===== src/rtl/alu_instr_encoder_if.sv =====
// Request/response bundle between an instruction producer and the ALU
// instruction encoder: request fields in, encoded word plus address out.
interface alu_instr_encoder_if;
  logic        in_valid;
  logic        in_ready;
  logic [2:0]  ALUControl;
  logic        is_imm;
  logic [4:0]  rd;
  logic [4:0]  rs1;
  logic [4:0]  rs2;
  logic [11:0] imm12;
  logic        out_valid;
  logic        out_ready;
  logic [31:0] instr;
  logic [31:0] addr;

  modport master (
    output in_valid, ALUControl, is_imm, rd, rs1, rs2, imm12, out_ready,
    input  in_ready, out_valid, instr, addr
  );

  modport slave (
    input  in_valid, ALUControl, is_imm, rd, rs1, rs2, imm12, out_ready,
    output in_ready, out_valid, instr, addr
  );
endinterface


===== src/rtl/alu_instr_encoder.sv =====
// Encodes ALUControl requests into RV32I R/I-type ALU words, buffers them in a
// 2-entry FIFO and tags each with a sequential byte address.
module alu_instr_encoder #(
  parameter logic [31:0] BASE_ADDR = 32'h0000_0000,
  parameter int          ERR_W     = 8
) (
  input  logic                 clk,
  input  logic                 reset_n,
  alu_instr_encoder_if.slave   bus,
  output logic                 err,
  output logic [ERR_W-1:0]     err_count
);

  localparam logic [6:0] OPC_R = 7'b0110011;
  localparam logic [6:0] OPC_I = 7'b0010011;

  // There is no subi; the remaining undefined ALUControl codes have no encoding.
  function automatic logic is_legal(input logic [2:0] op, input logic imm);
    case (op)
      3'b000, 3'b010, 3'b011, 3'b101: is_legal = 1'b1;
      3'b001:                         is_legal = !imm;
      default:                        is_legal = 1'b0;
    endcase
  endfunction

  function automatic logic [31:0] encode(input logic [2:0] op, input logic imm,
                                         input logic [4:0] d, input logic [4:0] s1,
                                         input logic [4:0] s2, input logic [11:0] i12);
    logic [2:0] f3;
    logic [6:0] f7;
    case (op)
      3'b010:  f3 = 3'b111;
      3'b011:  f3 = 3'b110;
      3'b101:  f3 = 3'b010;
      default: f3 = 3'b000;
    endcase
    f7 = (op == 3'b001) ? 7'b0100000 : 7'b0000000;
    encode = imm ? {i12, s1, f3, d, OPC_I} : {f7, s2, s1, f3, d, OPC_R};
  endfunction

  function automatic logic [ERR_W-1:0] sat_inc(input logic [ERR_W-1:0] c);
    sat_inc = (&c) ? c : c + {{(ERR_W-1){1'b0}}, 1'b1};
  endfunction

  logic [31:0]      r_mem [0:1];
  logic             r_wptr;
  logic             r_rptr;
  logic [1:0]       r_count;
  logic [31:0]      r_addr;
  logic             r_err;
  logic [ERR_W-1:0] r_err_cnt;

  logic w_full, w_empty, w_accept, w_legal, w_push, w_pop;

  assign w_full   = (r_count == 2'd2);
  assign w_empty  = (r_count == 2'd0);
  assign w_accept = bus.in_valid & !w_full;
  assign w_legal  = is_legal(bus.ALUControl, bus.is_imm);
  assign w_push   = w_accept & w_legal;
  assign w_pop    = !w_empty & bus.out_ready;

  assign bus.in_ready  = !w_full;
  assign bus.out_valid = !w_empty;
  assign bus.instr     = r_mem[r_rptr];
  assign bus.addr      = r_addr;
  assign err           = r_err;
  assign err_count     = r_err_cnt;

  always_ff @(posedge clk) begin
    if (!reset_n) begin
      r_mem[0]  <= 32'h0;
      r_mem[1]  <= 32'h0;
      r_wptr    <= 1'b0;
      r_rptr    <= 1'b0;
      r_count   <= 2'd0;
      r_addr    <= BASE_ADDR;
      r_err     <= 1'b0;
      r_err_cnt <= '0;
    end else begin
      if (w_push) begin
        r_mem[r_wptr] <= encode(bus.ALUControl, bus.is_imm, bus.rd, bus.rs1,
                                bus.rs2, bus.imm12);
        r_wptr        <= ~r_wptr;
      end
      if (w_pop) begin
        r_rptr <= ~r_rptr;
        r_addr <= r_addr + 32'd4;
      end
      case ({w_push, w_pop})
        2'b10:   r_count <= r_count + 2'd1;
        2'b01:   r_count <= r_count - 2'd1;
        default: r_count <= r_count;
      endcase
      // Illegal requests still complete the handshake; they are only counted.
      if (w_accept && !w_legal) begin
        r_err     <= 1'b1;
        r_err_cnt <= sat_inc(r_err_cnt);
      end
    end
  end

endmodule


===== src/flat_wrapper.sv =====
// flat-port wrapper written by rule: the top's interface ports become plain ports
module alu_instr_encoder_flat 
#(
  parameter logic [31:0] BASE_ADDR = 32'h0000_0000,
  parameter int          ERR_W     = 8
)
  (clk, reset_n, err, err_count, bus_in_valid, bus_ALUControl, bus_is_imm, bus_rd, bus_rs1, bus_rs2, bus_imm12, bus_out_ready, bus_in_ready, bus_out_valid, bus_instr, bus_addr);
  alu_instr_encoder_if bus_i ();
  input  logic clk;
  input  logic reset_n;
  output logic err;
  output logic [ERR_W-1:0] err_count;
  input wire logic [$bits(bus_i.in_valid)-1:0] bus_in_valid;
  input wire logic [$bits(bus_i.ALUControl)-1:0] bus_ALUControl;
  input wire logic [$bits(bus_i.is_imm)-1:0] bus_is_imm;
  input wire logic [$bits(bus_i.rd)-1:0] bus_rd;
  input wire logic [$bits(bus_i.rs1)-1:0] bus_rs1;
  input wire logic [$bits(bus_i.rs2)-1:0] bus_rs2;
  input wire logic [$bits(bus_i.imm12)-1:0] bus_imm12;
  input wire logic [$bits(bus_i.out_ready)-1:0] bus_out_ready;
  output wire logic [$bits(bus_i.in_ready)-1:0] bus_in_ready;
  output wire logic [$bits(bus_i.out_valid)-1:0] bus_out_valid;
  output wire logic [$bits(bus_i.instr)-1:0] bus_instr;
  output wire logic [$bits(bus_i.addr)-1:0] bus_addr;
  assign bus_i.in_valid = bus_in_valid;
  assign bus_i.ALUControl = bus_ALUControl;
  assign bus_i.is_imm = bus_is_imm;
  assign bus_i.rd = bus_rd;
  assign bus_i.rs1 = bus_rs1;
  assign bus_i.rs2 = bus_rs2;
  assign bus_i.imm12 = bus_imm12;
  assign bus_i.out_ready = bus_out_ready;
  assign bus_in_ready = bus_i.in_ready;
  assign bus_out_valid = bus_i.out_valid;
  assign bus_instr = bus_i.instr;
  assign bus_addr = bus_i.addr;
  alu_instr_encoder #(.BASE_ADDR(BASE_ADDR), .ERR_W(ERR_W)) u_core (.clk(clk), .reset_n(reset_n), .bus(bus_i), .err(err), .err_count(err_count));
endmodule

===== config.mk =====
export PLATFORM = sky130hd
export DESIGN_NAME = alu_instr_encoder_flat
export DESIGN_NICKNAME = d
export VERILOG_FILES = /design/src/rtl/alu_instr_encoder_if.sv /design/src/rtl/alu_instr_encoder.sv /design/src/flat_wrapper.sv
export SDC_FILE = /design/constraint.sdc
export NUM_CORES = 1
export LEC_CHECK = 0
export ABC_AREA = 0
export CAP_MARGIN = 20
export CORE_MARGIN = 2
export CORE_UTILIZATION = 50
export CTS_BUF_LIST = sky130_fd_sc_hd__clkbuf_4 sky130_fd_sc_hd__clkbuf_8 sky130_fd_sc_hd__clkbuf_16
export CTS_CLUSTER_SIZE = 40
export DETAILED_ROUTE_END_ITERATION = 6
export MAX_ROUTING_LAYER = met4
export PLACE_DENSITY = 0.9
export SETUP_SLACK_MARGIN = 0.05
export SLEW_MARGIN = 10
export SYNTH_ARGS = -nofsm -noshare
export SYNTH_HDL_FRONTEND = slang
export SYNTH_SLANG_ARGS = --single-unit

===== constraint.sdc =====
create_clock -name clk -period 5.5 [get_ports clk]
set_clock_uncertainty 0.1 [all_clocks]
set_input_delay 0.825 -clock clk [delete_from_list [all_inputs] [get_ports clk]]
set_output_delay 0.825 -clock clk [all_outputs]
set_load 0.02 [all_outputs]

==> out/results.ini <==
[setup_path]
worstSetupStartpoint = bus_is_imm
path_max_fanout = 19
ff2ff_path_depth = 5
r2r_end = u_core.r_mem[1][8]$_DFFE_PP_
critPathKind = input pin to flip-flop
arrival_ns = 3.43
end_kind = flip-flop
start_kind = input pin
worstPathRequired_ns = 5.46
regToRegSetupSlack_ns = 2.89
r2r-start = u_core.r_count[0]$_SDFFE_PN0P_

[power_and_ir_drop]
p_total_mw = 1.79
combPwrFrac_pct = 27.9
pwr-share-clk_pct = 23.3
vdd_ir_drop_max_uv = 159
p_sw_share_pct = 29.5
powerDensity_nw_per_um2 = 312
p_leak_nw = 2.04
power.internal_mw = 1.26
pwr-share-seq_pct = 48.8
switching_power_uw = 528

[floorplan]
dieArea_sq_um = 9640
start_util_pct = 51.1
die_y_microns = 98.2
core_sq_um = 8680
io_pins = 110
die_x_microns = 98.2
rows = 34

[sta]
period_minus_slack_ns = 3.47
slew_headroom_pct = 44.3
max_freq_ghz = 0.288
rsz0062_at_grt = no
hold_viol = 0
tns_ns = 0
final-max-slew-violation-count = 0
finalWorstSetupSlack_ns = 2.03
setup_violations = 0
layout_worst_path_cycle_share_pct = 63.0
worst_pin_slew_ns = 0.829
hold_ws_ns = 0.371

[logic_synthesis]
yosys.area.top_type_share_pct = 35.2
yosys-top-cells-area = edfxtp_1 35%, dfxtp_1 21%, mux2_2 6.9%
syn_avg_cell_area_sq_um = 10.8
yosysMostFrequentCell = nor2_1
synth_seq_area_share_pct = 56.0
netlist_top_cells_count = 70 x nor2_1, 52 x edfxtp_1, 46 x dfxtp_1, 27 x mux2_2, 26 x nand2_1
ys_async_sr_fraction_pct = 0
yosysTopAreaCell = edfxtp_1
synth_area_sq_um = 4430
ys.flop_type = edfxtp_1
synthCells = 411
ys_seq_elements = 98
synth-edff-count = 52
yosysUniqueCellTypes = 42
ys_warn_count = 0

[grt]
grt_overflow = 0
track_usage_pct = 20.5
grt_pass1_vias = 3201
grt_first_pass_wirelength_microns = 15400
antenna_found_initial = 0
grt_max_degree = 36

[cts]
h-tree-depth = 3
insertion_delay_ns = 0.35
clkSinkCount = 98
cts_tree = yes
postCtsHoldBufs = 0
post-cts-setup-buffers = 0
clockBufferDepth = 2
clkTransAtPathRegs_ns = 0.08
cts_resized = 0
cts_root_buf = clkbuf_8
cts_buffers = 9

[routing]
vias_per_cell = 5.28
drt_wl_total_microns = 9410
drt_iter0_markers = 142
wl_per_cell_microns = 15.2
firstDrtPassIters = 4
drc = 0
drtAntennaViolNets = 0
via_count = 3275

[cells_and_area]
final_cells = 620
fin_util_pct = 65.9
layout.nets = 545
n_antenna_cell = 0
fin_area_sq_um = 5720
final_layout_size_suffix_gt1_share_pct = 11.1
fill_cells = 680
syn_to_final_growth_pct = 29.0

[min_path]
min-delay-start = u_core.r_mem[1][1]$_SDFFE_PP1N_
min_path_cells = 2
min_path_type = flip-flop to flip-flop
holdPathEnd = u_core.r_mem[1][1]$_SDFFE_PP1N_

[run]
cap_violations = 0

[placement]
dp_hpwl_microns = 6710
place_inst = 603
place.gp.congestion = 0.864
dpl_cell_area_sq_um = 5520
dp_slack_ns = 1.35
port_buffers = 104

[outcome]
status = finished clean

registers in the layout (all words and copies together), names as in the netlist, named ones only:
name / flops
u_core.r_wptr: 1
u_core.r_rptr: 1
u_core.r_mem: 54
u_core.err: 1
u_core.r_count: 2
u_core.bus.addr: 30
u_core.err_count: 8
layout by cell type, fill, tap and decap left out, drive strengths merged, types with 6 or more instances in the layout:
cell type      netlist  routed
edfxtp              52      52
o21ai                7       7
clkbuf              13      10
dfxtp               46      46
and2                21      21
or3                  9       9
xnor2               24      24
nor3                15      15
nand2               26      26
nand3               10      10
mux2                27      27
inv                 11      13
a21oi                9       9
xor2                 6       6
clkdlybuf4s50        0     104
mux2i               10      10
nor2                70      70
nand4                8       8
how the worst max path moves through the flow:
| stage | end | cells after the start |
|---|---|---|
| 3_3_place_gp | u_core.r_mem[1][11]$_DFFE_PP_ | 7 |
| 5_1_grt | u_core.r_mem[1][13]$_DFFE_PP_ | 8 |
| 6_report | u_core.r_mem[1][8]$_DFFE_PP_ | 8 |
| 3_5_place_dp | u_core.r_mem[1][15]$_DFFE_PP_ | 7 |
| 2_1_floorplan | u_core.r_mem[0][10]$_DFFE_PP_ | 7 |
| 4_1_cts | u_core.r_mem[1][8]$_DFFE_PP_ | 7 |
layer usage:
metal / global-route usage (%) / vias to the layer above / part of all wire [%]
met5: - / - / 0
met4: 5.69 / 0 / 0.99
met3: 6.30 / 10 / 7.5
met2: 33.4 / 114 / 49
met1: 25.0 / 1565 / 43
li1: - / 1586 / -
cells by family (layout without fill, tap and decap cells):
| kind of cell | Yosys count | in the layout | share of synthesized area (%) |
|---|---|---|---|
| simple gates | 180 | 180 | 20.2 |
| buf+inv | 39 | 136 | 4.49 |
| xor+xnor | 30 | 30 | 5.93 |
| fa+ha+maj | 3 | 3 | 0.847 |
| other cells | 1 | 5 | 0.0846 |
| mux | 37 | 37 | 9.12 |
| flops | 98 | 98 | 56.0 |
| compound gates | 23 | 23 | 3.33 |
layout make-up:
type	count	area, sq um	share of cell area (%)
flip-flops and latches	98	2480	43.4
multi-input cells	278	1770	30.9
repair buffers	109	1120	19.6
well taps	108	135	2.36
clock buffers	10	131	2.30
clock inverters	6	41.3	0.722
inverters	11	41.3	0.722
worst max-delay path, stage by stage:
cell             delay [ns]
clkdlybuf4s50_1        0.40
buf_4                  0.20
and4bb_4               0.22
a21oi_4                0.18
and3_1                 0.28
nand3_1                0.49
nand2_1                0.59
buf_16                 0.22
power groups by stage:
stage / logic, mW / registers [mW] / clock network, mW
after CTS: 0.499 / 0.873 / 0.426
final: 0.499 / 0.871 / 0.417
after global routing: 0.531 / 0.879 / 0.463
after floorplan: 0.310 / 0.871 / 0
after detailed placement: 0.495 / 0.890 / 0
after global placement: 0.458 / 0.900 / 0
Power figures use the tool's default switching activity.
